**config.mk**
```make
export PLATFORM = sky130hd
export DESIGN_NAME = bf16_add_rr_sched
export DESIGN_NICKNAME = d
export VERILOG_FILES = /design/src/rtl/bf16_add_rr_sched_pkg.sv /design/src/rtl/bf16_add_rr_sched_arb.sv /design/src/rtl/bf16_adder1.sv /design/src/rtl/bf16_add_rr_sched.sv
export SDC_FILE = /design/constraint.sdc
export NUM_CORES = 1
export LEC_CHECK = 0
export BUFFER_PORTS_ARGS = -buffer_cell sky130_fd_sc_hd__buf_2
export CORE_MARGIN = 3
export CORE_UTILIZATION = 30
export CTS_CLUSTER_DIAMETER = 60
export DETAILED_ROUTE_END_ITERATION = 8
export HOLD_SLACK_MARGIN = 0.08
export PLACE_DENSITY_LB_ADDON = 0.08
export SKIP_LAST_GASP = 1
export SYNTH_ARGS = -nofsm -noshare
export SYNTH_HDL_FRONTEND = slang
export SYNTH_SLANG_ARGS = --single-unit
```
**constraint.sdc**
```tcl
create_clock -name clk -period 9.5 [get_ports clk]
set_input_delay 1.425 -clock clk [delete_from_list [all_inputs] [get_ports clk]]
set_output_delay 1.425 -clock clk [all_outputs]
set_load 0.02 [all_outputs]
```
**src/rtl/bf16_add_rr_sched_pkg.sv**
```systemverilog
// Shared bf16 definitions for the round-robin adder scheduler.
package bf16_add_rr_sched_pkg;
   localparam int BF16_W = 16;
   typedef logic [BF16_W-1:0] bf16_t;

   localparam bf16_t BF16_ONE  = 16'h3F80;
   localparam bf16_t BF16_TWO  = 16'h4000;
   localparam bf16_t BF16_PINF = 16'h7F80;
   localparam bf16_t BF16_QNAN = 16'h7FC0;

   function automatic logic bf16_is_nan(input bf16_t x);
      return (x[14:7] == 8'hFF) && (x[6:0] != 7'd0);
   endfunction
endpackage

```
**src/rtl/bf16_add_rr_sched_arb.sv**
```systemverilog
// Round-robin arbiter: first requester at or after ptr wins, scanning modulo N.
module rr_arbiter #(
   parameter int N = 4
) (
   input  logic [N-1:0]         req,
   input  logic [$clog2(N)-1:0] ptr,
   output logic [N-1:0]         grant,
   output logic [$clog2(N)-1:0] winner,
   output logic                 any
);
   int idx_s;

   // Priority scan starting at ptr with wrap-around.
   always_comb begin
      grant  = '0;
      winner = '0;
      any    = 1'b0;
      idx_s  = 0;
      for (int k = 0; k < N; k++) begin
         idx_s = int'(ptr) + k;
         if (idx_s >= N) begin
            idx_s = idx_s - N;
         end else begin
            idx_s = idx_s;
         end
         if (!any && req[idx_s]) begin
            any           = 1'b1;
            grant[idx_s]  = 1'b1;
            winner        = ($clog2(N))'(idx_s);
         end else begin
            any = any;
         end
      end
   end
endmodule

```
**src/rtl/bf16_adder1.sv**
```systemverilog
// Combinational bf16 adder, round-to-nearest-even, subnormal inputs/outputs flushed to zero.
module bf16_adder1
   import bf16_add_rr_sched_pkg::*;
(
   input  bf16_t a,
   input  bf16_t b,
   input  logic  a_vld,
   input  logic  b_vld,
   output bf16_t z,
   output logic  z_vld
);
   logic        sl_s, ss_s, found_s, stk_s, rup_s;
   logic [7:0]  el_s, es_s, d_s;
   logic [6:0]  ml_s, ms_s;
   logic [15:0] fl_s, fs_s, sh_s, nrm_s;
   logic [16:0] sum_s;
   logic [9:0]  e_s;
   logic [4:0]  lz_s;
   logic [8:0]  rnd_s;
   bf16_t       core_s;

   assign z_vld = a_vld & b_vld;

   // Align the smaller operand (sticky-jammed), add/subtract, normalise, round, then pick specials.
   always_comb begin
      if (a[14:0] >= b[14:0]) begin
         sl_s = a[15]; el_s = a[14:7]; ml_s = a[6:0];
         ss_s = b[15]; es_s = b[14:7]; ms_s = b[6:0];
      end else begin
         sl_s = b[15]; el_s = b[14:7]; ml_s = b[6:0];
         ss_s = a[15]; es_s = a[14:7]; ms_s = a[6:0];
      end
      d_s  = el_s - es_s;
      fl_s = {1'b1, ml_s, 8'h00};
      fs_s = {1'b1, ms_s, 8'h00};
      if (d_s >= 8'd16) begin
         sh_s  = 16'h0000;
         stk_s = 1'b1;
      end else begin
         sh_s  = fs_s >> d_s;
         stk_s = |(fs_s & ~(16'hFFFF << d_s));
      end
      sh_s[0] = sh_s[0] | stk_s;
      if (sl_s == ss_s) begin
         sum_s = {1'b0, fl_s} + {1'b0, sh_s};
      end else begin
         sum_s = {1'b0, fl_s} - {1'b0, sh_s};
      end
      e_s     = {2'b00, el_s};
      lz_s    = 5'd0;
      found_s = 1'b0;
      if (sum_s[16]) begin
         nrm_s    = sum_s[16:1];
         nrm_s[0] = sum_s[1] | sum_s[0];
         e_s      = e_s + 10'd1;
      end else begin
         for (int i = 15; i >= 0; i--) begin
            if (!found_s && sum_s[i]) begin
               lz_s    = 5'(15 - i);
               found_s = 1'b1;
            end
         end
         nrm_s = sum_s[15:0] << lz_s;
         e_s   = e_s - {5'd0, lz_s};
      end
      rup_s = nrm_s[7] & ((|nrm_s[6:0]) | nrm_s[8]);
      rnd_s = {1'b0, nrm_s[15:8]} + {8'd0, rup_s};
      if (rnd_s[8]) begin
         rnd_s = {1'b0, rnd_s[8:1]};
         e_s   = e_s + 10'd1;
      end else begin
         rnd_s = rnd_s;
      end
      if (sum_s == 17'd0) begin
         core_s = 16'h0000;
      end else if (e_s[9] || (e_s == 10'd0) || !rnd_s[7]) begin
         core_s = {sl_s, 15'd0};
      end else if (e_s >= 10'd255) begin
         core_s = {sl_s, BF16_PINF[14:0]};
      end else begin
         core_s = {sl_s, e_s[7:0], rnd_s[6:0]};
      end

      if (bf16_is_nan(a) || bf16_is_nan(b)) begin
         z = BF16_QNAN;
      end else if ((a[14:7] == 8'hFF) && (b[14:7] == 8'hFF) && (a[15] != b[15])) begin
         z = BF16_QNAN;
      end else if (a[14:7] == 8'hFF) begin
         z = a;
      end else if (b[14:7] == 8'hFF) begin
         z = b;
      end else if ((a[14:7] == 8'h00) && (b[14:7] == 8'h00)) begin
         z = {a[15] & b[15], 15'd0};
      end else if (a[14:7] == 8'h00) begin
         z = b;
      end else if (b[14:7] == 8'h00) begin
         z = a;
      end else begin
         z = core_s;
      end
   end
endmodule

```
**src/rtl/bf16_add_rr_sched.sv**
```systemverilog
// Shares one bf16 adder among NREQ requesters through a two-stage valid/ready pipeline.
module bf16_add_rr_sched
   import bf16_add_rr_sched_pkg::*;
#(
   parameter int          NREQ       = 4,
   parameter int          TAGW       = 4,
   parameter logic [31:0] OP_CNT_RST = 32'h0000_0000
) (
   input  logic                     clk,
   input  logic                     rst,
   input  logic [NREQ-1:0]          req_valid,
   output logic [NREQ-1:0]          req_ready,
   input  logic [NREQ*16-1:0]       req_a,
   input  logic [NREQ*16-1:0]       req_b,
   input  logic [NREQ*TAGW-1:0]     req_tag,
   output logic                     res_valid,
   input  logic                     res_ready,
   output logic [15:0]              res_z,
   output logic [$clog2(NREQ)-1:0]  res_id,
   output logic [TAGW-1:0]          res_tag,
   output logic                     busy,
   output logic [31:0]              op_cnt
);
   localparam int IDW = $clog2(NREQ);

   logic [NREQ-1:0] grant_s;
   logic [IDW-1:0]  winner_s;
   logic            any_s, s1_en_s, s2_en_s, xfer_s, add_vld_s;
   bf16_t           add_z_s;

   logic            s1_vld_q, s1_vld_d, res_valid_q, res_valid_d;
   bf16_t           s1_a_q, s1_a_d, s1_b_q, s1_b_d, res_z_q, res_z_d;
   logic [IDW-1:0]  s1_id_q, s1_id_d, res_id_q, res_id_d, ptr_q, ptr_d;
   logic [TAGW-1:0] s1_tag_q, s1_tag_d, res_tag_q, res_tag_d;
   logic [31:0]     op_cnt_q, op_cnt_d;

   rr_arbiter #(.N(NREQ)) u_arb (
      .req    (req_valid),
      .ptr    (ptr_q),
      .grant  (grant_s),
      .winner (winner_s),
      .any    (any_s)
   );

   bf16_adder1 u_add (
      .a     (s1_a_q),
      .b     (s1_b_q),
      .a_vld (1'b1),
      .b_vld (1'b1),
      .z     (add_z_s),
      .z_vld (add_vld_s)
   );

   // Stage enables, grant qualification and next-state for both stages, pointer and counter.
   always_comb begin
      s2_en_s   = !res_valid_q | res_ready;
      s1_en_s   = !s1_vld_q | s2_en_s;
      req_ready = grant_s & {NREQ{s1_en_s}};
      xfer_s    = any_s & s1_en_s;

      s1_vld_d = s1_vld_q;
      s1_a_d   = s1_a_q;
      s1_b_d   = s1_b_q;
      s1_id_d  = s1_id_q;
      s1_tag_d = s1_tag_q;
      if (s1_en_s) begin
         s1_vld_d = any_s;
         s1_a_d   = req_a[16*winner_s +: 16];
         s1_b_d   = req_b[16*winner_s +: 16];
         s1_id_d  = winner_s;
         s1_tag_d = req_tag[TAGW*winner_s +: TAGW];
      end else begin
         s1_vld_d = s1_vld_q;
      end

      res_valid_d = res_valid_q;
      res_z_d     = res_z_q;
      res_id_d    = res_id_q;
      res_tag_d   = res_tag_q;
      if (s2_en_s) begin
         res_valid_d = s1_vld_q & add_vld_s;
         res_z_d     = add_z_s;
         res_id_d    = s1_id_q;
         res_tag_d   = s1_tag_q;
      end else begin
         res_valid_d = res_valid_q;
      end

      if (xfer_s) begin
         ptr_d    = (winner_s == IDW'(NREQ - 1)) ? '0 : winner_s + IDW'(1);
         op_cnt_d = op_cnt_q + 32'd1;
      end else begin
         ptr_d    = ptr_q;
         op_cnt_d = op_cnt_q;
      end
   end

   // Pipeline, pointer and counter registers.
   always_ff @(posedge clk or posedge rst) begin
      if (rst) begin
         s1_vld_q    <= 1'b0;
         s1_a_q      <= 16'h0000;
         s1_b_q      <= 16'h0000;
         s1_id_q     <= '0;
         s1_tag_q    <= '0;
         res_valid_q <= 1'b0;
         res_z_q     <= 16'h0000;
         res_id_q    <= '0;
         res_tag_q   <= '0;
         ptr_q       <= '0;
         op_cnt_q    <= OP_CNT_RST;
      end else begin
         s1_vld_q    <= s1_vld_d;
         s1_a_q      <= s1_a_d;
         s1_b_q      <= s1_b_d;
         s1_id_q     <= s1_id_d;
         s1_tag_q    <= s1_tag_d;
         res_valid_q <= res_valid_d;
         res_z_q     <= res_z_d;
         res_id_q    <= res_id_d;
         res_tag_q   <= res_tag_d;
         ptr_q       <= ptr_d;
         op_cnt_q    <= op_cnt_d;
      end
   end

   assign res_valid = res_valid_q;
   assign res_z     = res_z_q;
   assign res_id    = res_id_q;
   assign res_tag   = res_tag_q;
   assign busy      = s1_vld_q | res_valid_q;
   assign op_cnt    = op_cnt_q;
endmodule
```
# Yosys cells after proc, flatten, opt, wreduce, memory -nomap -nowiden
# Index checks and enable logic that the tools add are counted.
totals:
  ff_bits: 96
  input_bits: 151
  output_inout_bits: 60
classes:
  n_addsub: 16
  order_cmp: 15
  eq_ne: 5
  shift: 6
  n_mux: 106
  bitwise_logic: 15
  n_reduce_logical: 59
op_table:
  columns: ["cell", "count"]
  rows:
  - ["$mux W16", 10]
  - ["$ge A32 B1 Y1 const B", 4]
  - ["$lt A32 B4 Y1 const B", 4]
  - ["$mux W32", 4]
  - ["$shiftx A64 B7 Y16", 2]
  - ["$ge A32 B4 Y1 const B", 3]
  - ["$sub A32 B4 Y32 const B", 3]
  - ["$mux W1", 50]
  - ["$mux W4", 12]
  - ["$add A32 B1 Y32 const B", 1]
  - ["$mux W15", 2]
  - ["$logic_and A1 B1 Y1", 27]
  - ["$mux W8", 3]
  - ["$logic_not A1 Y1", 21]
  - ["$mux W10", 2]
  - ["$add A16 B16 Y17", 1]
  - ["$logic_not A17 Y1", 1]
  - ["$mux W17", 1]
  - ["$sub A16 B16 Y17", 1]
  - ["$and A16 B16 Y16", 1]
  - ["$eq A8 B8 Y1 const B", 2]
  - ["$logic_not A8 Y1", 2]
  - ["$not A16 Y16", 1]
  - ["$reduce_or A16 Y1", 1]
  - ["other kinds (34)", 63]

# Logic depth before layout (Yosys ltp)
# Gate-level depths: netlist of run 1.
logic_depth:
  word_depth: 92
  ltp_mapped: 53
  mapped_depth_nobuf: 51

# Hierarchy
# Synthesis of run 1 repeated with hierarchy kept, for this count alone.
unflattened:
  cells_unflattened: 1455
  area_unflattened_um2: 11982.7
by_module_without_submodules:
  columns: ["mod", "n_inst", "cells_per_inst", "area_each_um2"]
  rows:
  - ["bf16_adder1", 1, 1005, 6754.0]
  - ["bf16_add_rr_sched", 1, 402, 4768.3]
  - ["rr_arbiter", 1, 48, 460.4]

# Least setup slack after synthesis of run 1
# Ideal clock, no wire load.
synth_timing:
  path_kind: "register -> register"
  startpoint: "register s1_b_q[7]"
  endpoint: "register res_z_q[1] (netlist: res_z[1])"
  setup_time_ps: 104
  arrival_ps: 9851
  required_time_ps: 9396
  slack_ps: -454
  path_stages_with_launch: 48
  n_path_buf: 1
  cell_sequence: "dfrtp_1 > inv_1 > ha_1 > buf_4 > nand4_1 > or4_4 > a31o_4 > a211oi_2 > nor2_1 > ha_1 > a31oi_4 > a21oi_1 > a2111oi_4 > xor2_1 > o211ai_2 > nor3_2 > nand2_1 > or2_2 > [... 12 more ...] > ha_1 > inv_1 > fa_1 > a21o_1 > a21oi_1 > xor2_1 > nor2_1 > mux2_2 > and4b_1 > nand3_1 > nor2_1 > a21oi_1 > o21ai_0 > nand4_1 > mux2i_1 > nor4b_4 > nand2b_4 > o41ai_2"
synth_via:
  elab_chain_len: 92
  word_cells_on_any_way: 133
  cone_classes: "add/sub (7); order compare (3); eq/ne (2); shift (3); mux (69); bitwise (6); reduce/logical (43)"
synth_lines:
  columns: ["item", "line", "text"]
  rows:
  - ["from (decl)", "bf16_add_rr_sched.sv:32", "bf16_t s1_a_q, s1_a_d, s1_b_q, s1_b_d, res_z_q, res_z_d;"]
  - ["from (signal assigned)", "bf16_add_rr_sched.sv:103", "s1_b_q <= 16'h0000;"]
  - ["from (signal assigned)", "bf16_add_rr_sched.sv:115", "s1_b_q <= s1_b_d;"]
  - ["parallel branches: the longest is 91 deep, another holds $sub A16 B16 Y17", null, null]
  - ["$mux W16 *", "bf16_adder1.sv:84", "if (bf16_is_nan(a) || bf16_is_nan(b)) begin"]
  - ["to (signal assigned)", "bf16_add_rr_sched.sv:119", "res_z_q <= res_z_d;"]
  - ["to (decl)", "bf16_add_rr_sched.sv:32", null]
# Every way passes the cells marked *. The select of a mux whose other input is x is not followed.
# A chain may end at the register's enable or synchronous reset.

# Final worst setup path of run 1
layout_timing:
  startpoint: "register s1_b_q[9]"
  endpoint: "register res_z_q[12] (netlist: res_z[12])"
# The elaborated chain is that of the path after synthesis.

==> flow_summary.json, run 1 <==
{
  "gp_congestion": 0.9014,
  "synth-edff-count": 0,
  "ant_nets": 0,
  "path_delay_family": "compound AO/OA/AOI/OAI gates",
  "worst_path_largest_cell_delay_ps": 610,
  "maxSlewHeadroom": 0.2734,
  "rsz0062_at_grt": "true",
  "whs_ps": 468.9,
  "drtPass1Iterations": 6,
  "clock-sinks": 96,
  "dieArea_sq_um": 39290,
  "async_flop_share": 1.000,
  "ys_ff_latch": 96,
  "stdcell_area_sq_um": 14430,
  "worstHoldPathType": "flop to flop",
  "skew_ps": 12.03,
  "dpl.hpwl_um": 35300,
  "cts_buffer_depth": 2,
  "cts_made_buffers": 9,
  "grt_first_pass_wirelength_um": 67190,
  "status": "finished, final reports clean",
  "cts_hold_buf": 0,
  "yosys_warnings": 0,
  "syn_to_final_growth_pct": 30.21,
  "clk_pin_slew_worst_paths_ps": 80,
  "antenna_found_initial": 2,
  "synth_ff_type": "dfrtp_1",
  "syn_area_sq_um": 11080,
  "drv_slew": 0,
  "fmax_mhz": 108.1,
  "cts_root_buf": "clkbuf_16",
  "final_core_util": 0.4009,
  "gr-total-overflow": 0,
  "worst-setup-path-type": "flop to flop",
  "postSynthCellCount": 1333,
  "crit_end": "res_z[12]",
  "setup_violations": 0,
  "synth_top_area_share": 0.2168,
  "drt_wl_total_um": 43270,
  "r2r_end": "res_z[12]",
  "rows": 69,
  "cp.arrival_ps": 9490,
  "worstReg2RegStart": "s1_b_q[9]",
  "drive_above_1_share": 0.3559,
  "synthTopCellsByArea": "dfrtp_1 (22%), mux4_2 (8.5%), nand2_1 (6.4%)",
  "slowest_stage": "or4_4",
  "crit_cells": 48,
  "synth_most_common_cell": "nand2_1",
  "min_period_ps": 9250,
  "io_pins": 211,
  "placed_cell_area_sq_um": 13540,
  "drc": 0,
  "cpMostUsedCell": "nand4_1",
  "syn_avg_cell_area_sq_um": 8.314,
  "core-area_sq_um": 36000,
  "viasPerCell": 5.578,
  "maxCapViolCount": 0,
  "drtIter0Drc": 842,
  "final_nets": 1861,
  "register_area_sq_um": 2402,
  "die_y_um": 198.2,
  "cts_tree": "done",
  "start_util": 0.3079,
  "htreeDepth": 3,
  "insertion_delay_ps": 360,
  "wl_per_cell_um": 20.32,
  "fillers": 3758,
  "start_kind": "flop",
  "syn-num-nets": 1530,
  "ys_seq_area_frac": 0.2168,
  "synth_common_cells": "nand2_1 (189), nor2_1 (109), dfrtp_1 (96)",
  "timing.final.crit_share": 0.9737,
  "worst_pin_slew_ps": 1080,
  "stdcell_count": 2130,
  "multi_input_comb_area_sq_um": 8566,
  "diodes": 0,
  "io_buffers": 210,
  "reg2reg_depth": 48,
  "via_count": 11880,
  "cp_num_buf_inv": 7,
  "required_ps": 9740,
  "path_max_fanout": 6,
  "grt_max_degree": 65,
  "crit_path_end_kind": "flop",
  "grt_pass1_vias": 11780,
  "grt_use_total": 0.2164,
  "hold_violations": 0,
  "dp_cells": 2085,
  "rrSetupSlack_ps": 250,
  "cp-startpoint": "s1_b_q[9]",
  "yosys.area.top_type": "dfrtp_1",
  "die_w_um": 198.2,
  "synth_cell_types": 119
}
==> final cells by class <==
| cell class | count | share of cell area |
|---|---|---|
| flip-flops and latches | 96 | 0.1665 |
| clock inverters | 6 | 0.004248 |
| clock buffers | 10 | 0.01587 |
| repair buffers | 382 | 0.1640 |
| inverters | 60 | 0.01595 |
| multi-input cells | 1115 | 0.5936 |
| well taps | 461 | 0.03997 |
==> worst min path at each step <==
stage          cells after the start       start  slack, ps    endpoint
6_report                           2  res_tag[1]        470  res_tag[1]
4_1_cts                            2  res_tag[1]        470  res_tag[1]
3_5_place_dp                       2  res_tag[1]        450  res_tag[1]
5_1_grt                            2  res_tag[1]        480  res_tag[1]
3_3_place_gp                       2  res_tag[2]        450  res_tag[2]
2_1_floorplan                      2  s1_id_q[0]        440  s1_id_q[0]
==> through the flow <==
stage	TNS, ps	setup WS [ps]
6_report	0	250.1
5_1_grt	-2857	-234.8
4_1_cts	0	3.867
3_5_place_dp	-365.3	-120.8
3_3_place_gp	-93.58	-57.08
2_1_floorplan	0	16.24
==> timing repair <==
action / CTS / global route
endpoints found under the hold margin: 0 / 0
setup endpoints to repair: 14 / 15
resized for setup: 4 / 72
pin swaps: 4 / 59
setup buffers: 2 / 27
==> kinds of logic after synthesis <==
family                     Yosys count  synth area share
muxes                               96            0.1361
adders and majority gates           46           0.05329
buffers and inverters              122           0.05103
AOI/OAI and AO/OA                  383            0.2529
and+or+nand+nor                    517            0.2298
DFF                                 96            0.2168
xor gates and xnor gates            73           0.06006
==> layer usage <==
metal  track usage  share of wire  vias up
met1        0.2913           0.45     5783
met5             0        0.00062        -
met3       0.02995          0.046       51
met4       0.05164          0.018        4
li1              -              -     5699
met2        0.3682           0.48      344
==> cells in the final DEF (no fill, tap or decap), drive strengths merged, types with 10 or more instances in the layout <==
cell type | Yosys | routed
o31ai | 17 | 17
o21ai | 74 | 74
o22ai | 15 | 15
a21o | 14 | 14
nand3 | 45 | 45
nor4 | 22 | 22
inv | 59 | 62
xor2 | 21 | 21
o211ai | 14 | 14
nor3 | 30 | 30
a31oi | 12 | 12
o21a | 11 | 11
mux4 | 42 | 42
a221oi | 10 | 10
clkbuf | 33 | 11
dfrtp | 96 | 96
nor2 | 111 | 111
nand4 | 29 | 29
and3 | 14 | 14
or2 | 14 | 14
ha | 44 | 44
or3 | 11 | 11
xnor2 | 52 | 52
nand2 | 191 | 191
mux2i | 39 | 39
a22oi | 14 | 14
buf | 28 | 381
nand2b | 10 | 10
a211oi | 11 | 11
mux2 | 15 | 15
a21oi | 89 | 89
==> worst register-to-register path: cells and delay by family (launching register included) <==
kind                     cells  cell delay [ps]
AO/OA/AOI/OAI               17             2780
adder cells (fa/ha/maj)      5             1290
flip-flops                   1              350
XOR/XNOR                     4              650
AND/OR/NAND/NOR             13             2650
buffers and inverters        7              920
multiplexers                 2              490
==> flip-flops by register name, summed over array words and instances (netlist names), named ones only <==
register	flops
op_cnt	32
res_z	16
s1_a_q	16
s1_b_q	16
res_tag	4
s1_tag_q	4
res_id	2
s1_id_q	2
ptr_q	1
res_valid	1
s1_vld_q	1
Power of run 1 is not shown: default switching activity piles up to over one toggle a cycle in this logic, so the estimate is an artifact.
==> inputs of run 2 (changes only) <==
--- a/config.mk
+++ b/config.mk
@@ -9,9 +9,11 @@
 export CORE_MARGIN = 3
 export CORE_UTILIZATION = 30
 export CTS_CLUSTER_DIAMETER = 60
+export CTS_CLUSTER_SIZE = 25
 export DETAILED_ROUTE_END_ITERATION = 8
 export HOLD_SLACK_MARGIN = 0.08
 export PLACE_DENSITY_LB_ADDON = 0.08
+export SETUP_SLACK_MARGIN = 0.3
 export SKIP_LAST_GASP = 1
 export SYNTH_ARGS = -nofsm -noshare
 export SYNTH_HDL_FRONTEND = slang
==> constraint.sdc (replaced) <==
create_clock -name clk -period 9.9 [get_ports clk]
set_input_delay 1.485 -clock clk [delete_from_list [all_inputs] [get_ports clk]]
set_output_delay 1.485 -clock clk [all_outputs]
set_load 0.02 [all_outputs]
==> run 2 against run 1 <==
Largest cell class unchanged. Die area unchanged. Hold slack worse by 2.8 ps. Sequential cell count unchanged. First-iteration DRC count down 1.5%. Via count up 0.17%. Design area up 0.12%. Wire length up 0.62%. Fmax down 0.94%. Cell count down 0.52%. Clock skew up 4.7 ps. Non-clock buffer count down 11. Core utilization about the same.
==> flow_summary.json, run 2 (synthesized netlist as in run 1, its figures left out) <==
{
  "status": "finished, final reports clean",
  "worstHoldPathType": "flop to flop",
  "die_w_um": 198.2,
  "die_y_um": 198.2,
  "drtIter0Drc": 829,
  "via_count": 11900,
  "placed_cell_area_sq_um": 13310,
  "worst_slack_ps": 562.0,
  "ant_nets": 0,
  "drtPass1Iterations": 5,
  "slowest_stage": "or4_4",
  "viasPerCell": 5.616,
  "stdcell_area_sq_um": 14450,
  "start_kind": "flop",
  "worst_path_largest_cell_delay_ps": 550,
  "cts_tree": "done",
  "htreeDepth": 3,
  "mostFrequentLayoutCell": "buf_2",
  "drt_wl_total_um": 43540,
  "drive_above_1_share": 0.3559,
  "clock-sinks": 96,
  "timing.final.crit_share": 0.9432,
  "dieArea_sq_um": 39290,
  "crit_path_end_kind": "flop",
  "io_buffers": 210,
  "cts_made_buffers": 9,
  "antenna_found_initial": 0,
  "required_ps": 10160,
  "drc": 0,
  "maxSlewHeadroom": 0.3263,
  "gr-total-overflow": 0,
  "drv_slew": 0,
  "worst_pin_slew_ps": 1007,
  "final_nets": 1850,
  "hold_violations": 0,
  "fmax_mhz": 107.1,
  "cts_hold_buf": 0,
  "final_cell_mix": "buf_2 (210), nand2_1 (186), buf_4 (155)",
  "largest_register_ffs": 32,
  "fin_setup_tns_ps": 0,
  "worst-setup-path-type": "flop to flop",
  "cts_buffer_depth": 2,
  "maxCapViolCount": 0,
  "grt_max_degree": 63,
  "place_ws_ps": -82.18,
  "cpMostUsedCell": "nand4_1",
  "grt_use_total": 0.2171,
  "setup_violations": 0,
  "path_delay_family": "compound AO/OA/AOI/OAI gates",
  "min_period_ps": 9338,
  "cts_root_buf": "clkbuf_16",
  "gp_congestion": 0.8988,
  "io_pins": 211,
  "core-area_sq_um": 36000,
  "clk_pin_slew_worst_paths_ps": 70,
  "dpl.hpwl_um": 35100,
  "whs_ps": 466.1,
  "wl_per_cell_um": 20.55,
  "path_max_fanout": 17,
  "cp_num_buf_inv": 6,
  "rows": 69,
  "start_util": 0.3079,
  "insertion_delay_ps": 370,
  "grt_pass1_vias": 11870,
  "cp.arrival_ps": 9600,
  "fillers": 3739,
  "rsz0062_at_grt": "true",
  "syn_to_final_growth_pct": 30.37,
  "skew_ps": 16.70,
  "grt_first_pass_wirelength_um": 67470,
  "diodes": 0
}
==> run 2: cell types whose count changed in the layout (fill, tap and decap cells not counted), moves of 3 or more <==
| cell | change |
|---|---|
| buf_4 | -9 |
| dfrtp_1 | -3 |
| dfrtp_2 | +3 |
| ha_4 | +4 |
| mux2i_1 | +4 |
| mux2i_2 | -5 |
| o21ai_2 | +4 |
==> run 2: path summary, 6_finish.rpt <==
| kind | start | endpoint | slack [ps] | depth (start not counted) |
|---|---|---|---|---|
| max | s1_a_q[14] | res_z[1] | 560 | 40 |
| min | op_cnt[31] | op_cnt[31] | 470 | 1 |
| max reg2reg | s1_a_q[14] | res_z[1] | 560 | 40 |
| min reg2reg | op_cnt[31] | op_cnt[31] | 470 | 1 |
| max in group asynchronous | rst | s1_a_q[0] | 7500 | 3 |
| min in group asynchronous | rst | op_cnt[3] | 1130 | 2 |
==> run 2: per-stage QoR <==
stage | cells | utilization
after floorplan | 1333 | -
after global placement | 2057 | 0.3698
after detailed placement | 2057 | 0.3698
after CTS | 2086 | 0.3830
after global routing | 2119 | 0.4013
final | 2119 | 0.4013
==> run 2: layout make-up <==
cell class,instances,area (sq um),area share
Multi-Input combinational cell,1115,8665,0.5997
Clock inverter,4,36.28,0.002511
Timing Repair Buffer,371,2286,0.1582
Clock buffer,12,246.5,0.01706
Sequential cell,96,2406,0.1665
Inverter,60,232.7,0.01611
Tap cell,461,576.8,0.03992
==> run 2: per-layer routing <==
layer / wire length (um) / track usage
met4: 1185 / 0.06946
met3: 2387 / 0.03148
met1: 19690 / 0.2944
met5: 0 / 0
met2: 20280 / 0.3573
==> run 2: timing repair <==
item	in CTS	in global routing
pin swaps	10	57
resized for setup	14	88
setup endpoints to repair	15	15
setup buffers	13	33
hold endpoints to repair	0	0
Power of run 2 is left out for the same reason.
